<file path="config.mk">
export PLATFORM = sky130hd
export DESIGN_NAME = uart_tx_fifo
export DESIGN_NICKNAME = d
export VERILOG_FILES = /design/src/rtl/uart_tx_fifo.sv
export SDC_FILE = /design/constraint.sdc
export NUM_CORES = 1
export LEC_CHECK = 0
export ABC_CLOCK_PERIOD_IN_PS = 9750
export CORE_MARGIN = 2
export CORE_UTILIZATION = 50
export CTS_CLUSTER_DIAMETER = 60
export CTS_CLUSTER_SIZE = 28
export DETAILED_ROUTE_END_ITERATION = 6
export HOLD_SLACK_MARGIN = 0.05
export PLACE_DENSITY_LB_ADDON = 0.05
export SLEW_MARGIN = 25
export SYNTH_ARGS = -nofsm -noshare
export SYNTH_HDL_FRONTEND = slang
export SYNTH_SLANG_ARGS = --single-unit
</file>
<file path="constraint.sdc">
create_clock -name clk -period 9.75 [get_ports clk]
set_clock_uncertainty 0.1 [all_clocks]
set_input_delay 2.4375 -clock clk [delete_from_list [all_inputs] [get_ports clk]]
set_output_delay 2.4375 -clock clk [all_outputs]
set_load 0.05 [all_outputs]
</file>
<file path="src/rtl/uart_tx_fifo.sv">
`default_nettype none
// ============================================================================
// Module   : uart_tx_fifo
// Purpose  : 8N1 UART transmitter fed by a circular byte FIFO through an
//            Avalon-ST sink, with clear-to-send flow control.
// Ports    : clk        - sole clock, rising edge
//            reset_n    - asynchronous active-low reset
//            in_valid   - sink valid
//            in_data    - byte to transmit
//            in_ready   - sink ready (FIFO not full)
//            uart_cts   - asynchronous clear-to-send, high permits a new frame
//            uart_txd   - registered serial output, idle high
//            busy       - frame on the line or FIFO non-empty
//            fifo_level - current FIFO occupancy
// Revision : 1.0 - initial release
// ============================================================================
module uart_tx_fifo #(
  parameter int unsigned CLOCK_FREQ      = 50000000,
  parameter int unsigned BAUDRATE        = 115200,
  parameter int unsigned FIFO_DEPTH_LOG2 = 4
) (
  input  logic                       clk,
  input  logic                       reset_n,
  input  logic                       in_valid,
  input  logic [7:0]                 in_data,
  output logic                       in_ready,
  input  logic                       uart_cts,
  output logic                       uart_txd,
  output logic                       busy,
  output logic [FIFO_DEPTH_LOG2:0]   fifo_level
);

  // Rounded-to-nearest clocks per bit.
  localparam int unsigned DIVIDER = (CLOCK_FREQ + BAUDRATE / 2) / BAUDRATE;
  localparam int unsigned DEPTH   = 1 << FIFO_DEPTH_LOG2;
  localparam int unsigned PTR_W   = FIFO_DEPTH_LOG2;
  localparam int unsigned LVL_W   = FIFO_DEPTH_LOG2 + 1;
  localparam int unsigned BAUD_W  = (DIVIDER > 1) ? $clog2(DIVIDER) : 1;

  localparam logic [BAUD_W-1:0] BAUD_RELOAD = BAUD_W'(DIVIDER - 1);
  localparam logic [LVL_W-1:0]  LVL_FULL    = LVL_W'(DEPTH);
  localparam logic [LVL_W-1:0]  LVL_ONE     = LVL_W'(1);
  localparam logic [PTR_W-1:0]  PTR_ONE     = PTR_W'(1);

  localparam logic [1:0] S_IDLE  = 2'd0;
  localparam logic [1:0] S_START = 2'd1;
  localparam logic [1:0] S_DATA  = 2'd2;
  localparam logic [1:0] S_STOP  = 2'd3;

  // --------------------------------------------------------------------------
  // Declarations
  // --------------------------------------------------------------------------
  logic [7:0]        mem_q [DEPTH];
  logic [PTR_W-1:0]  wptr_q, wptr_d;
  logic [PTR_W-1:0]  rptr_q, rptr_d;
  logic [LVL_W-1:0]  level_q, level_d;

  logic              cts_meta_q, cts_s_q;

  logic [1:0]        state_q, state_d;
  logic [BAUD_W-1:0] baud_q, baud_d;
  logic [2:0]        bit_q, bit_d;
  logic [7:0]        shift_q, shift_d;
  logic              txd_q, txd_d;

  logic              push;
  logic              pop;
  logic              fifo_empty;
  logic [7:0]        rd_data;
  logic              can_start;

  // --------------------------------------------------------------------------
  // FIFO
  // --------------------------------------------------------------------------
  assign in_ready   = (level_q < LVL_FULL);
  assign push       = in_valid & in_ready;
  assign fifo_empty = (level_q == '0);
  assign rd_data    = mem_q[rptr_q];

  // Storage needs no reset: a slot is only read after it has been written.
  always_ff @(posedge clk) begin
    if (push) begin
      mem_q[wptr_q] <= in_data;
    end
  end

  // Power-of-two depth lets the pointers wrap by natural overflow.
  always_comb begin
    wptr_d  = wptr_q;
    rptr_d  = rptr_q;
    level_d = level_q;
    if (push) begin
      wptr_d = wptr_q + PTR_ONE;
    end
    if (pop) begin
      rptr_d = rptr_q + PTR_ONE;
    end
    case ({push, pop})
      2'b10:   level_d = level_q + LVL_ONE;
      2'b01:   level_d = level_q - LVL_ONE;
      default: level_d = level_q;
    endcase
  end

  // --------------------------------------------------------------------------
  // State register (FSM, datapath, FIFO pointers, CTS synchroniser)
  // --------------------------------------------------------------------------
  always_ff @(posedge clk or negedge reset_n) begin
    if (!reset_n) begin
      wptr_q     <= '0;
      rptr_q     <= '0;
      level_q    <= '0;
      cts_meta_q <= 1'b0;
      cts_s_q    <= 1'b0;
      state_q    <= S_IDLE;
      baud_q     <= '0;
      bit_q      <= '0;
      shift_q    <= '0;
      txd_q      <= 1'b1;
    end else begin
      wptr_q     <= wptr_d;
      rptr_q     <= rptr_d;
      level_q    <= level_d;
      cts_meta_q <= uart_cts;
      cts_s_q    <= cts_meta_q;
      state_q    <= state_d;
      baud_q     <= baud_d;
      bit_q      <= bit_d;
      shift_q    <= shift_d;
      txd_q      <= txd_d;
    end
  end

  // CTS is only consulted at a frame boundary, so a mid-frame drop cannot
  // affect the frame already on the line.
  assign can_start = ~fifo_empty & cts_s_q;

  // --------------------------------------------------------------------------
  // Next-state logic
  // --------------------------------------------------------------------------
  always_comb begin
    state_d = state_q;
    baud_d  = baud_q;
    bit_d   = bit_q;
    shift_d = shift_q;
    pop     = 1'b0;
    case (state_q)
      S_IDLE: begin
        if (can_start) begin
          pop     = 1'b1;
          shift_d = rd_data;
          bit_d   = '0;
          baud_d  = BAUD_RELOAD;
          state_d = S_START;
        end
      end
      S_START: begin
        if (baud_q == '0) begin
          baud_d  = BAUD_RELOAD;
          state_d = S_DATA;
        end else begin
          baud_d = baud_q - 1'b1;
        end
      end
      S_DATA: begin
        if (baud_q == '0) begin
          baud_d = BAUD_RELOAD;
          if (bit_q == 3'd7) begin
            state_d = S_STOP;
          end else begin
            bit_d   = bit_q + 3'd1;
            shift_d = {1'b0, shift_q[7:1]};
          end
        end else begin
          baud_d = baud_q - 1'b1;
        end
      end
      S_STOP: begin
        if (baud_q == '0) begin
          baud_d = BAUD_RELOAD;
          // Chain straight into the next start bit when a byte is waiting.
          if (can_start) begin
            pop     = 1'b1;
            shift_d = rd_data;
            bit_d   = '0;
            state_d = S_START;
          end else begin
            state_d = S_IDLE;
          end
        end else begin
          baud_d = baud_q - 1'b1;
        end
      end
      default: begin
        state_d = S_IDLE;
      end
    endcase
  end

  // --------------------------------------------------------------------------
  // Output logic: the line level is derived from the upcoming state so that
  // the registered pin changes on the same edge as the state transition.
  // --------------------------------------------------------------------------
  always_comb begin
    txd_d = 1'b1;
    case (state_d)
      S_START: txd_d = 1'b0;
      S_DATA:  txd_d = shift_d[0];
      default: txd_d = 1'b1;
    endcase
  end

  assign uart_txd   = txd_q;
  assign busy       = (state_q != S_IDLE) || !fifo_empty;
  assign fifo_level = level_q;

endmodule
`default_nettype wire
</file>
* Word level (Yosys, flattened, before mapping)
Memories as Yosys holds them, arrays and structs flattened. Index checks and enable logic that the tools add are counted.
Storage, ports and cells: memories kept 1, logic and storage cells 71, flip-flop bits (word level) 38, memory bits (writable) 128
Memories:
- mem_q | words 16, bits a word 8, read ports 1, clocked after Yosys merged registers in 0, wr ports 1, RTL line 53 | logic [7:0] mem_q [DEPTH];
Operators by class: magnitude comparators 1, equal/unequal tests 12, multiplexer cells 27, bitwise gates (word level) 3, reduce and logical (&&, ||, !) cells 10, add/subtract/negate cells 6
Operators with widths (count):
- two-way mux 8 bit | 4
- case mux 8 bit (3 select lines) | 1
- two-way mux 9 bit | 2
- case mux 9 bit (2 select lines) | 1
- two-way mux 3 bit | 4
- two-way mux 2 bit | 5
- case mux 5 bit (2 select lines) | 1
- zero test 9 bit | 1
- case mux 3 bit (3 select lines) | 1
- subtractor 9 x 1 -> 9 bit (second input constant) | 1
- adder 4 x 1 -> 4 bit (second input constant) | 2
- == test 2 bit (second input constant) | 4
- != test 2 bit (second input constant) | 4
- case mux 2 bit (4 select lines) | 1
- == test 2 x 1 -> 1 bit (second input constant) | 3
- adder 5 x 1 -> 5 bit (second input constant) | 1
- zero test 5 bit | 1
- < comparator 5 bit (second input constant) | 1
- two-way mux 1 bit | 5
- subtractor 5 x 1 -> 5 bit (second input constant) | 1
- case mux 1 bit (2 select lines) | 2
- AND reduction 4 bit | 1
- nonzero test 2 bit | 2
- adder 3 x 1 -> 3 bit (second input constant) | 1
- other kinds (8) | 9

* Longest topological paths before layout
depth in word-level cells 8, gate-level depth with buffers 15

* Worst setup path after synthesis
Ideal clock, no wire load.
path type in2reg, from input in_valid, to register level_q[4], in the netlist fifo_level[4], path buffers 2, setup slack 5.148 ns, setup time 0.140 ns, data arrival time 4.363 ns, stages 13, cell sequence nor2b_1 > clkbuf_1 > inv_1 > ha_1 > clkbuf_1 > xor2_1 > ha_1 > o21a_1 > o21ai_0 > o21bai_1 > xnor2_1 > nor2_1 > xnor2_1
On the way: longest elaborated chain between the ends 3, elaborated cells on any way between the ends 5, those cells by class eq/ne (2); mux (1); bitwise (1); reduce/logical (1)
Ends and longest elaborated chain:
- start, declared | RTL line 24 | input logic in_valid,
- bitwise AND 1 bit (*) | RTL line 76 | assign push = in_valid & in_ready;
- == test 2 x 1 -> 1 bit / == test 2 bit (equally long branches) | RTL line 98 | case ({push, pop})
- case mux 5 bit (2 select lines) / nonzero test 2 bit (equally long branches)
- end signal, assigned | RTL line 123 | level_q <= level_d;
- end, declared | RTL line 56 | logic [LVL_W-1:0] level_q, level_d;
Every way passes the cells marked *; elsewhere a longest branch is shown, timed or not. A chain may end at the register's enable or synchronous reset.

* Worst setup path after layout
from register level_q[2], in the netlist fifo_level[2], to output busy
On the way: longest elaborated chain between the ends 3
Ends and longest elaborated chain:
- zero test 5 bit | RTL line 77 | assign fifo_empty = (level_q == '0);
- zero test 1 bit | RTL line 214 | assign busy = (state_q != S_IDLE) || !fifo_empty;
- logical OR 1 bit | RTL line 214
- end, declared | RTL line 29 | output logic busy,
No other way between the ends.

==> impl_metrics.tcl <==
set metrics [dict create \
    status "finished, final reports clean" \
    die_height_um 123 \
    power_leakage_uw 0.00284 \
    cts-buffers-inserted 17 \
    final_common_cell "edfxtp_1" \
    crit_type "reg -> out" \
    cts_root_buf "clkbuf_16" \
    p_comb_share_pct 30.7 \
    wl_per_cell_um 21.3 \
    dieArea_um2 15000 \
    cp-start-kind "flop" \
    drcViolationCount 0 \
    grt_overflow 0 \
    maxCapViolations 0 \
    ys_seq_area_share_pct 68.3 \
    seq_power_share_pct 39.3 \
    postRouteAntennaNets 0 \
    p_int_uw 1610 \
    min_path_type "reg -> reg" \
    fin_setup_tns_ps 0 \
    start_util_pct 50.8 \
    cts.sinks 166 \
    synth_cells 417 \
    period_share_pct 52.5 \
    yosysTopAreaCell "edfxtp_1" \
    hold_slack_ps 281 \
    antenna_found_initial 0 \
    grt_pass1_vias 3782 \
    cts_setup_buffers 0 \
    synth_seq_cells 166 \
    io_pins 20 \
    placementRows 43 \
    cts.clk_slew.worst_paths_ps 70 \
    cp-end-kind "output pin" \
    viasPerCell 5.76 \
    place.port_buffers 19 \
    crit_path_cell_trace "or4_4 -> or3_1 -> clkdlybuf4s50_1" \
    nets 479 \
    worstPathArrival_ps 2580 \
    fp.dieW_um 123 \
    syn_avg_cell_area_um2 16.8 \
    ys_async_sr_fraction_pct 22.9 \
    vdd.ir_drop.worst_mv 0.147 \
    place_congestion 0.785 \
    clockBufferDepth 2 \
    holdBufCountCts 0 \
    slowest_delay_ps 710 \
    setup_viol 0 \
    insertedDiodeCount 0 \
    p_sw_uw 787 \
    layout_common_cells "128 x edfxtp_1, 35 x dfrtp_1, 32 x mux4_2" \
    synth-edff-count 128 \
    insertion_delay_ps 430 \
    rsz0062_at_grt "false" \
    tightest_slew_ps 963 \
    cp.required_ps 7210 \
    multiInputGateArea_um2 2100 \
    max_freq_ghz 0.195 \
    drtIter0Drc 305 \
    seqCellArea_um2 4800 \
    p_per_area_nw_per_um2 298 \
    max-slew-margin-rel_pct 35.5 \
    dr.pass1.iters 4 \
    critPathSlowestCell "clkdlybuf4s50_1" \
    grt_pass1_wl_mm 21.7 \
    cts_tree "built" \
    htreeDepth 4 \
    hpwl_mm 8.94 \
    dr_total_vias 3701 \
    min_period_ps 5120 \
    ys_warn_count 0 \
    fp.coreArea_um2 13800 \
    synthFlopType "edfxtp_1" \
    fin_ws_ps 4630 \
    cts_resized 0 \
    postRouteWirelength_mm 13.7 \
    grt_max_degree 39 \
    layout-drive-gt1-share_pct 18.6 \
    pre_cts_slack_ps 4400 \
    synth_nets 447 \
    drv_slew 0 \
    synth.area.top_cells "edfxtp_1 55%, dfrtp_1 13%, mux4_2 10%" \
    grt_use_total_pct 20.4 \
    yosysTopAreaCellShare_pct 54.7 \
    syn_area_um2 7030 \
    power.share.switching_pct 32.8 \
    cp_max_fo 8 \
    area_delta_synth_final_pct 14.7 \
    finalHoldViolCount 0 \
    clkPwrFrac_pct 30.0 \
    yosysUniqueCellTypes 51 \
    fill_cells 1023 \
]
kinds of logic after synthesis:
family / synth area share [%]
AO/OA/AOI/OAI: 6.13
XOR/XNOR: 2.37
adder cells (fa/ha/maj): 3.21
buffers and inverters: 1.83
flip-flops: 68.3
multiplexers: 12.3
AND/OR/NAND/NOR: 5.88
per-stage QoR:
stage,power (uW),instance area [um2],utilization (%),instances
after global placement,1690,7420,53.7,610
after global routing,2530,8060,58.3,642
after CTS,2430,8060,58.3,642
final,2400,8060,58.3,642
after detailed placement,1700,7420,53.7,610
after floorplan,1500,7030,-,417
power by group through the flow:
stage	clock network (uW)	registers, uW	logic, uW
floorplan	0	952	552
global route	764	956	812
finish	721	944	737
global placement	0	953	737
CTS	734	943	748
detailed placement	0	957	743
critical path, delay by kind of cell (launching register included):
family                 cells  cell delay (ps)
buffers and inverters      1              710
DFF                        1              470
and+or+nand+nor            2              970
path summary, 6_finish.rpt:
path | startpoint | to | slack, ps | cells past startpoint
worst max-delay path | fifo_level[2]$_DFFE_PN0P_ | busy | 4630 | 3
worst min-delay path | cts_meta_q$_DFF_PN0_ | cts_s_q$_DFF_PN0_ | 280 | 0
worst max register to register | baud_q[0]$_DFFE_PN0P_ | fifo_level[4]$_DFFE_PN0P_ | 6480 | 15
worst min register to register | cts_meta_q$_DFF_PN0_ | cts_s_q$_DFF_PN0_ | 280 | 0
max in group asynchronous | reset_n | rptr_q[1]$_DFFE_PN0P_ | 6920 | 1
min in group asynchronous | reset_n | fifo_level[2]$_DFFE_PN0P_ | 2030 | 1
cell usage after synthesis (all sizes together), types with 4 or more instances:
cell type / n
a221o: 6
o21a: 4
inv: 12
a21oi: 7
or3: 4
nand2: 24
nor3: 6
buf: 8
xnor2: 10
a211oi: 4
nor2: 27
edfxtp: 128
o21ai: 14
nand4: 4
mux4: 32
mux2i: 10
clkbuf: 7
dfrtp: 37
mux2: 4
xor2: 9
ha: 18
state kept, by name, summed over array words and instances, names as in the netlist:
| signal | count |
|---|---|
| mem_q | 128 |
| baud_q | 9 |
| shift_q | 8 |
| fifo_level | 5 |
| rptr_q | 4 |
| wptr_q | 4 |
| bit_q | 3 |
| state_q | 2 |
| cts_meta_q | 1 |
| cts_s_q | 1 |
| uart_txd | 1 |
final cells by class:
type,count,share of cell area [%]
Sequential cell,166,59.5
Multi-Input combinational cell,224,26.1
Clock buffer,17,5.28
Timing Repair Buffer,28,3.14
Tap cell,180,2.79
Clock inverter,15,2.64
Inverter,12,0.559
layer usage:
layer  GRT usage, %  vias to the layer above  wire length, um
li1               -                     1700                -
met1           27.2                     1896             6030
met2           32.5                       86             6770
met3           5.62                       19              609
met4           7.04                        0              285
met5              0                        -                0
Note: power is estimated with default switching activity, not from simulation.
